$ cat src/rtl/bus_xfer_sched_pkg.sv
`default_nettype none
// ============================================================================
// Module   : bus_xfer_sched_pkg
// Brief    : Shared op/state encodings and bus-select helpers for bus_xfer_sched.
// Revision : 1.0
// ============================================================================
package bus_xfer_sched_pkg;

    typedef enum logic [1:0] {
        OP_LOAD = 2'b00,
        OP_MOVE = 2'b01,
        OP_SWAP = 2'b10,
        OP_RSVD = 2'b11
    } op_e;

    typedef enum logic [2:0] {
        ST_IDLE = 3'd0,
        ST_S1   = 3'd1,
        ST_S2   = 3'd2,
        ST_S3   = 3'd3,
        ST_ERR  = 3'd4
    } state_e;

    localparam logic [2:0] BUS_DATA       = 3'b000;
    localparam logic       BUS_REG_PREFIX = 1'b1;

    function automatic logic [2:0] bus_reg(input logic [1:0] idx);
        return {BUS_REG_PREFIX, idx};
    endfunction

    function automatic logic [3:0] reg_onehot(input logic [1:0] idx);
        return 4'b0001 << idx;
    endfunction

endpackage
`default_nettype wire

$ cat src/rtl/bus_xfer_sched_rr_arbiter.sv
`default_nettype none
// ============================================================================
// Module   : rr_arbiter
// Brief    : Combinational round-robin pick: first request at or after ptr.
// Revision : 1.0
// ============================================================================
module rr_arbiter #(
    parameter int NREQ  = 3,
    parameter int PTR_W = 2
) (
    input  logic [NREQ-1:0]  req,
    input  logic [PTR_W-1:0] ptr,
    output logic [NREQ-1:0]  gnt,
    output logic             valid
);

    int w_idx;

    always_comb begin
        gnt   = '0;
        valid = 1'b0;
        w_idx = 0;
        for (int k = 0; k < NREQ; k++) begin
            w_idx = int'(ptr) + k;
            if (w_idx >= NREQ) begin
                w_idx = w_idx - NREQ;
            end
            if (!valid && req[w_idx]) begin
                gnt[w_idx] = 1'b1;
                valid      = 1'b1;
            end
        end
    end

endmodule
`default_nettype wire

$ cat src/rtl/bus_xfer_sched.sv
`default_nettype none
// ============================================================================
// Module   : bus_xfer_sched
// Brief    : Round-robin sequencer for LOAD/MOVE/SWAP transfers on a shared bus.
// Revision : 1.0
// ============================================================================
module bus_xfer_sched
    import bus_xfer_sched_pkg::*;
#(
    parameter int NREQ = 3,
    parameter int TEMP = 3
) (
    input  logic              Clock,
    input  logic              Resetn,
    input  logic [NREQ-1:0]   Req,
    input  logic [2*NREQ-1:0] ReqOp,
    input  logic [2*NREQ-1:0] ReqRs,
    input  logic [2*NREQ-1:0] ReqRd,
    output logic [NREQ-1:0]   Gnt,
    output logic [2:0]        BusSel,
    output logic [3:0]        Rin,
    output logic              Busy,
    output logic              Done,
    output logic              Err
);

    localparam int         PTR_W  = (NREQ > 2) ? 2 : 1;
    localparam logic [1:0] c_temp = 2'(TEMP);

    state_e           r_state;
    state_e           w_next;
    logic [PTR_W-1:0] r_ptr;
    op_e              r_op;
    logic [1:0]       r_rs;
    logic [1:0]       r_rd;

    logic [NREQ-1:0]  w_win;
    logic             w_valid;
    logic [PTR_W-1:0] w_ptr_nxt;
    logic [1:0]       w_op_raw;
    logic [1:0]       w_rs;
    logic [1:0]       w_rd;
    op_e              w_op;
    logic             w_illegal;
    logic             w_accept;

    rr_arbiter #(
        .NREQ  (NREQ),
        .PTR_W (PTR_W)
    ) u_arb (
        .req   (Req),
        .ptr   (r_ptr),
        .gnt   (w_win),
        .valid (w_valid)
    );

    // Mux out the winner's fields and the pointer value just past it.
    always_comb begin
        w_op_raw  = 2'b00;
        w_rs      = 2'b00;
        w_rd      = 2'b00;
        w_ptr_nxt = '0;
        for (int i = 0; i < NREQ; i++) begin
            if (w_win[i]) begin
                w_op_raw  = ReqOp[2*i +: 2];
                w_rs      = ReqRs[2*i +: 2];
                w_rd      = ReqRd[2*i +: 2];
                w_ptr_nxt = (i + 1 == NREQ) ? '0 : PTR_W'(i + 1);
            end
        end
    end

    assign w_op = op_e'(w_op_raw);

    always_comb begin
        w_illegal = 1'b0;
        case (w_op)
            OP_LOAD: w_illegal = (w_rd == c_temp);
            OP_MOVE,
            OP_SWAP: w_illegal = (w_rs == c_temp) || (w_rd == c_temp);
            default: w_illegal = 1'b1;
        endcase
    end

    assign w_accept = (r_state == ST_IDLE) && w_valid;

    // Grant is Mealy from IDLE; gated by Resetn so it drops with the reset.
    assign Gnt = ((r_state == ST_IDLE) && Resetn) ? w_win : '0;

    always_ff @(posedge Clock or negedge Resetn) begin
        if (!Resetn) begin
            r_state <= ST_IDLE;
            r_ptr   <= '0;
            r_op    <= OP_LOAD;
            r_rs    <= 2'b00;
            r_rd    <= 2'b00;
        end else begin
            r_state <= w_next;
            if (w_accept) begin
                r_ptr <= w_ptr_nxt;
                r_op  <= w_op;
                r_rs  <= w_rs;
                r_rd  <= w_rd;
            end
        end
    end

    always_comb begin
        w_next = r_state;
        BusSel = BUS_DATA;
        Rin    = 4'b0000;
        Busy   = 1'b1;
        Done   = 1'b0;
        Err    = 1'b0;
        case (r_state)
            ST_IDLE: begin
                Busy = 1'b0;
                if (w_valid) begin
                    w_next = w_illegal ? ST_ERR : ST_S1;
                end
            end
            ST_S1: begin
                case (r_op)
                    OP_LOAD: begin
                        Rin    = reg_onehot(r_rd);
                        Done   = 1'b1;
                        w_next = ST_IDLE;
                    end
                    OP_MOVE: begin
                        BusSel = bus_reg(r_rs);
                        Rin    = reg_onehot(r_rd);
                        Done   = 1'b1;
                        w_next = ST_IDLE;
                    end
                    OP_SWAP: begin
                        BusSel = bus_reg(r_rs);
                        Rin    = reg_onehot(c_temp);
                        w_next = ST_S2;
                    end
                    default: begin
                        Done   = 1'b1;
                        w_next = ST_IDLE;
                    end
                endcase
            end
            ST_S2: begin
                BusSel = bus_reg(r_rd);
                Rin    = reg_onehot(r_rs);
                w_next = ST_S3;
            end
            ST_S3: begin
                BusSel = bus_reg(c_temp);
                Rin    = reg_onehot(r_rd);
                Done   = 1'b1;
                w_next = ST_IDLE;
            end
            ST_ERR: begin
                Err    = 1'b1;
                Done   = 1'b1;
                w_next = ST_IDLE;
            end
            default: begin
                w_next = ST_IDLE;
            end
        endcase
    end

endmodule
`default_nettype wire

$ cat config.mk
export PLATFORM = sky130hd
export DESIGN_NAME = bus_xfer_sched
export DESIGN_NICKNAME = d
export VERILOG_FILES = /design/src/rtl/bus_xfer_sched_pkg.sv /design/src/rtl/bus_xfer_sched_rr_arbiter.sv /design/src/rtl/bus_xfer_sched.sv
export SDC_FILE = /design/constraint.sdc
export NUM_CORES = 1
export LEC_CHECK = 0
export ABC_AREA = 1
export CAP_MARGIN = 20
export CORE_UTILIZATION = 49
export CTS_BUF_LIST = sky130_fd_sc_hd__clkbuf_4 sky130_fd_sc_hd__clkbuf_8
export DETAILED_ROUTE_END_ITERATION = 6
export GPL_TIMING_DRIVEN = 0
export HOLD_SLACK_MARGIN = 0.08
export PLACE_DENSITY_LB_ADDON = 0.05
export SLEW_MARGIN = 0
export SYNTH_ARGS = -nofsm -noshare
export SYNTH_HDL_FRONTEND = slang
export SYNTH_SLANG_ARGS = --single-unit
$ cat constraint.sdc
create_clock -name Clock -period 3.1 [get_ports Clock]
set_clock_uncertainty 0.05 [all_clocks]
set_input_delay 0.775 -clock Clock [delete_from_list [all_inputs] [get_ports Clock]]
set_output_delay 0.775 -clock Clock [all_outputs]
set_load 0.02 [all_outputs]
# Yosys cells after proc, flatten, opt, wreduce, memory -nomap -nowiden
# Cells that the tools add are included.
# op_classes
addsub	5
order_cmp	9
eq_ne	11
shifts	2
n_mux	50
bitwise	2
n_reduce_logical	17
# ops
operator	count
$ge A32 B1 Y1 const B	3
$lt A32 B4 Y1 const B	3
$mux W32	3
$ge A32 B3 Y1 const B	2
$sub A32 B3 Y32 const B	2
$mux W2	12
$mux W3	7
$pmux W3 S3	2
$mux W1	16
$pmux W4 S3	1
$eq A2 B2 Y1 const B	4
$pmux W4 S2	1
$reduce_or A2 Y1	4
$shl A1 B2 Y4 const A	2
$logic_and A1 B1 Y1	7
$bmux W1 S2	3
$demux W1 S2	3
$eq A3 B2 Y1 const B	2
$or A3 B3 Y3	2
$eq A2 B1 Y1 const B	2
$logic_not A2 Y1	2
$pmux W1 S2	2
$add A2 B1 Y3 const B	1
$add A2 B2 Y3 const B	1
other kinds (8)	9
# totals
regBits	11
inputBits	23
output_inout_bits	13
word_cells	101

# Longest topological paths before layout
# logic_depth
ltp_word	21
depth_mapped	20
depth_no_buf	20

# Cells and area by module
# From an unflattened synthesis, not the netlist that was laid out.
# hier_totals
hier_cells	176
area_unflattened_um2	1169.9
# by_module_without_submodules
mod	n_inst	cells_each	area_per_inst_um2	seq_area_each_um2
bus_xfer_sched	1	126	893.4	275.3
rr_arbiter	1	50	276.5	0.0

# Worst setup path before layout
# OpenSTA, ideal clock, no wires.
# synth_path
kind	reg-to-output
startpoint	reg r_state[2]
endpoint	out Rin[3]
arrival_ns	1.771
required_time_ns	2.275
slack_ns	0.504
path_stages_with_launch	4
n_path_buf	0
cell_sequence	dfrtp_1 > nor3_1 > a21oi_1 > o311ai_0
# synth_via
elab_chain_cells	2
word_cells_on_any_way	4
classes_between	eq/ne (3); mux (1)
# synth_rtl
element	line_no	source
start, declared	bus_xfer_sched.sv:30	state_e r_state;
start signal, assigned	bus_xfer_sched.sv:98	r_state <= w_next;
$eq A3 B2 Y1 / $eq A3 B1 Y1 (equally long branches)	bus_xfer_sched.sv:115	case (r_state)
$pmux W4 S3 (*)	bus_xfer_sched.sv:115	
end, declared	bus_xfer_sched.sv:21	output logic [3:0] Rin,
# Mark *: on every way between the ends. The rest lies on a longest branch, timed or not.

# Final worst setup path
# layout_path
startpoint	in Req[0]
endpoint	out Gnt[2]
# layout_via
elab_chain_cells	11
word_cells_on_any_way	21
classes_between	mux (15); bitwise (2); reduce/logical (4)
# layout_rtl
element	line_no	source
start, declared	bus_xfer_sched.sv:15	input logic [NREQ-1:0] Req,
$bmux W1 S2	bus_xfer_sched_rr_arbiter.sv:28	if (!valid && req[w_idx]) begin
$mux W1 (not written as such) (2 in series)	bus_xfer_sched_rr_arbiter.sv:28	
$mux W1	bus_xfer_sched_rr_arbiter.sv:28	
$logic_not A1 Y1	bus_xfer_sched_rr_arbiter.sv:28	
$logic_and A1 B1 Y1	bus_xfer_sched_rr_arbiter.sv:28	
$mux W1	bus_xfer_sched_rr_arbiter.sv:28	
$logic_not A1 Y1	bus_xfer_sched_rr_arbiter.sv:28	
$logic_and A1 B1 Y1	bus_xfer_sched_rr_arbiter.sv:28	
$mux W3 (*)	bus_xfer_sched_rr_arbiter.sv:28	
$mux W3 (*)	bus_xfer_sched.sv:88	assign Gnt = ((r_state == ST_IDLE) && Resetn) ? w_win : '0;
end, declared	bus_xfer_sched.sv:19	output logic [NREQ-1:0] Gnt,
# Mark *: on every way between the ends. The rest lies on a longest branch, timed or not. The select of a mux whose other input is x is not followed.

==> results_dict.tcl <==
set metrics [dict create \
    top_level_ports 36 \
    static-leakage-power_nw 0.873 \
    powerDensity_nw_per_um2 1130 \
    slew_viol_final 0 \
    tritonroute_pass_1_iters 4 \
    die_height_um 52.6 \
    global_route.overflow_total 0 \
    maximum_number_of_pins_on_one_net_before_global_route_repair 13 \
    layout_commonest_cell "sky130_fd_sc_hd__nand2_1" \
    design.core.area_um2 2320 \
    outcome "finished clean" \
    areaGrowthSynthToFinish_pct 39.5 \
    grt_setup_unrepaired "true" \
    grt_pass1_wl_mm 5.45 \
    gr-max-usage-layer "met2" \
    postSynthCellCount 184 \
    final_cell_mix "sky130_fd_sc_hd__nand2_1, sky130_fd_sc_hd__inv_1, sky130_fd_sc_hd__clkdlybuf4s50_1" \
    hold-worst-slack_ps 485 \
    hold_viol_final 0 \
    drt-initial-drc-count 38 \
    critical_path.slowest_cell "sky130_fd_sc_hd__clkdlybuf4s50_1" \
    yosysSeqAreaShare 0.219 \
    fin_util 0.755 \
    io_buffers 35 \
    finalWirelength_mm 3.40 \
    worst-setup-path-type "in2out" \
    hpwlAfterDp_mm 2.68 \
    global_route.usage.total 0.267 \
    cp.required_ps 2270 \
    h-tree-depth 1 \
    die_area_um2 2770 \
    antennaDiodeCount 0 \
    post_route_cells_drive_above_1_share 0.250 \
    transition_time_at_the_pin_with_the_least_slew_margin_ps 543 \
    clock_sink_count 11 \
    grt_util_met1 0.292 \
    grt_antenna_before_repair 0 \
    endpoint_kind "primary output" \
    path_max_fanout 9 \
    ys_ff_latch 11 \
    ys_types 26 \
    drt-vias-per-instance 5.39 \
    tritoncts "yes" \
    vias 1381 \
    maxClockFrequency_ghz 0.327 \
    final_antenna_net_count 0 \
    first_global_vias 1353 \
    min_period_ps 3060 \
    grt_use_met3 0.0638 \
    wl_per_cell_um 13.3 \
    ir_worst_vdd_uv 697 \
    crit_arrival_ps 2230 \
    synthesis.nets 217 \
    cp_slowest_stage_delay_ps 430 \
    setup_viol 0 \
    syn-cell-area_um2 1250 \
    max_slew_margin 0.637 \
    drc 0 \
    clkSlewWorstSetupHoldPaths_ps 70 \
    setup.worst_path.start_class "input port" \
    initial_core_util 0.541 \
    tritoncts.num_buffers 3 \
    worst_skew_pair.late_latency_ps 270 \
    holdCritPathClass "reg2reg" \
    chip_width_um 52.6 \
    cts-hold-fix-buffers 0 \
    gpl.final_weighted_congestion 0.798 \
    critical_path.cell_chain "clkdlybuf4s50_1 -> inv_1 -> nand2_1 -> nand3_1 -> nand2_2 -> nor2_2 -> nand3_2 -> nand2_4 -> inv_8 -> nor2_1 -> buf_4" \
    largest_buffer_count_on_any_clock_path 2 \
    maxCapViolCount 0 \
    rows 17 \
    cts_root_buffer "sky130_fd_sc_hd__clkbuf_4" \
    num-fill-cells 186 \
    finalCritPeriodShare 0.987 \
    yosysWarnings 0 \
    avgSynthCellArea_um2 6.82 \
    met2_resource_use_gr 0.506 \
    design.final.nets 262 \
    totalPowerFinal_mw 1.98 \
]
-- logic make-up (layout without fill, tap and decap cells) --
group | after synthesis | count (layout) | synth area share
simple gates | 92 | 92 | 0.381
fa+ha+maj | 10 | 10 | 0.0997
flops | 11 | 11 | 0.219
compound gates | 35 | 35 | 0.188
buf+inv | 36 | 80 | 0.112
-- registers in the layout, summed over array words and instances (netlist names) --
name	count
r_rs	2
r_ptr	2
r_op	2
r_rd	2
r_state	3
-- metal layers --
metal  vias up  part of all wire
li1        688                 -
met1       636              0.42
met2        50              0.52
met3         7             0.045
met4         0             0.016
met5         -                 0
-- worst max-delay path: cells and delay by family --
kind / cells / cell delay (ps)
AND/OR/NAND/NOR: 7 / 710
buffers and inverters: 4 / 750
-- what timing repair did --
action | in CTS | in global routing
pin swaps | 2 | 3
endpoints found under the setup margin | 5 | 7
buffers inserted | 4 | 1
gates resized for setup | 16 | 13
-- synth_stat cells --
master                      n  share of area
sky130_fd_sc_hd__a21oi_1    8          0.032
sky130_fd_sc_hd__nand3_1   15          0.060
sky130_fd_sc_hd__dfrtp_1   11           0.22
sky130_fd_sc_hd__o211ai_1   1         0.0060
sky130_fd_sc_hd__nor3_1     3          0.012
sky130_fd_sc_hd__o21ai_1    1         0.0040
sky130_fd_sc_hd__o21ai_0   10          0.040
sky130_fd_sc_hd__inv_1     28          0.084
sky130_fd_sc_hd__nor2_4     3          0.027
sky130_fd_sc_hd__inv_2      7          0.021
sky130_fd_sc_hd__nor2_2     4          0.020
sky130_fd_sc_hd__nand2_4    2          0.018
sky130_fd_sc_hd__nand2_2    8          0.040
sky130_fd_sc_hd__o221ai_1   2          0.014
sky130_fd_sc_hd__ha_1      10           0.10
sky130_fd_sc_hd__nand3_2    6          0.048
sky130_fd_sc_hd__a21oi_4    1          0.013
sky130_fd_sc_hd__inv_6      1         0.0070
sky130_fd_sc_hd__o311ai_0   1         0.0070
sky130_fd_sc_hd__a21oi_2    5          0.035
sky130_fd_sc_hd__o22ai_1    2          0.010
sky130_fd_sc_hd__nor2_1    11          0.033
sky130_fd_sc_hd__nand2_1   38           0.11
sky130_fd_sc_hd__o21ai_2    1         0.0070
sky130_fd_sc_hd__nand4_1    2          0.010
sky130_fd_sc_hd__o32ai_1    3          0.021
-- where the power goes --
part	leakage (nW)	total (mW)	switching (mW)	internal, mW
clock network	0.0184	0.109	0.0506	0.0587
logic	0.712	1.61	1.00	0.603
registers	0.142	0.267	0.0605	0.206
-- area by class of cell --
class                   count  area, µm²  share of cell area
repair buffers             40        388               0.222
flip-flops and latches     11        275               0.157
multi-input cells         137        880               0.503
inverters                  36        143              0.0815
well taps                  28       35.0              0.0200
clock buffers               4       30.0              0.0172
-- stage by stage --
step,worst slack (ps),setup TNS (ps),cells,area [µm²]
3_3_place_gp,-423,-1250,247,1640
5_1_grt,-43.3,-43.3,256,1750
3_5_place_dp,-486,-1530,247,1640
2_1_floorplan,504,0,184,1250
4_1_cts,3.15,0,255,1700
6_report,40.6,0,256,1750
-- worst paths after layout --
check / start / endpoint / slack [ps] / cells past startpoint
min reg2reg: r_rd[1] / r_rd[1] / 480 / 2
max in group asynchronous: Resetn / r_rs[1] / 1840 / 1
min in group asynchronous: Resetn / r_state[2] / 800 / 1
max: Req[0] / Gnt[2] / 40 / 11
min: r_rd[1] / r_rd[1] / 480 / 2
max reg2reg: r_ptr[0] / r_state[0] / 280 / 19
No activity file was read; power rests on OpenSTA's default activity.
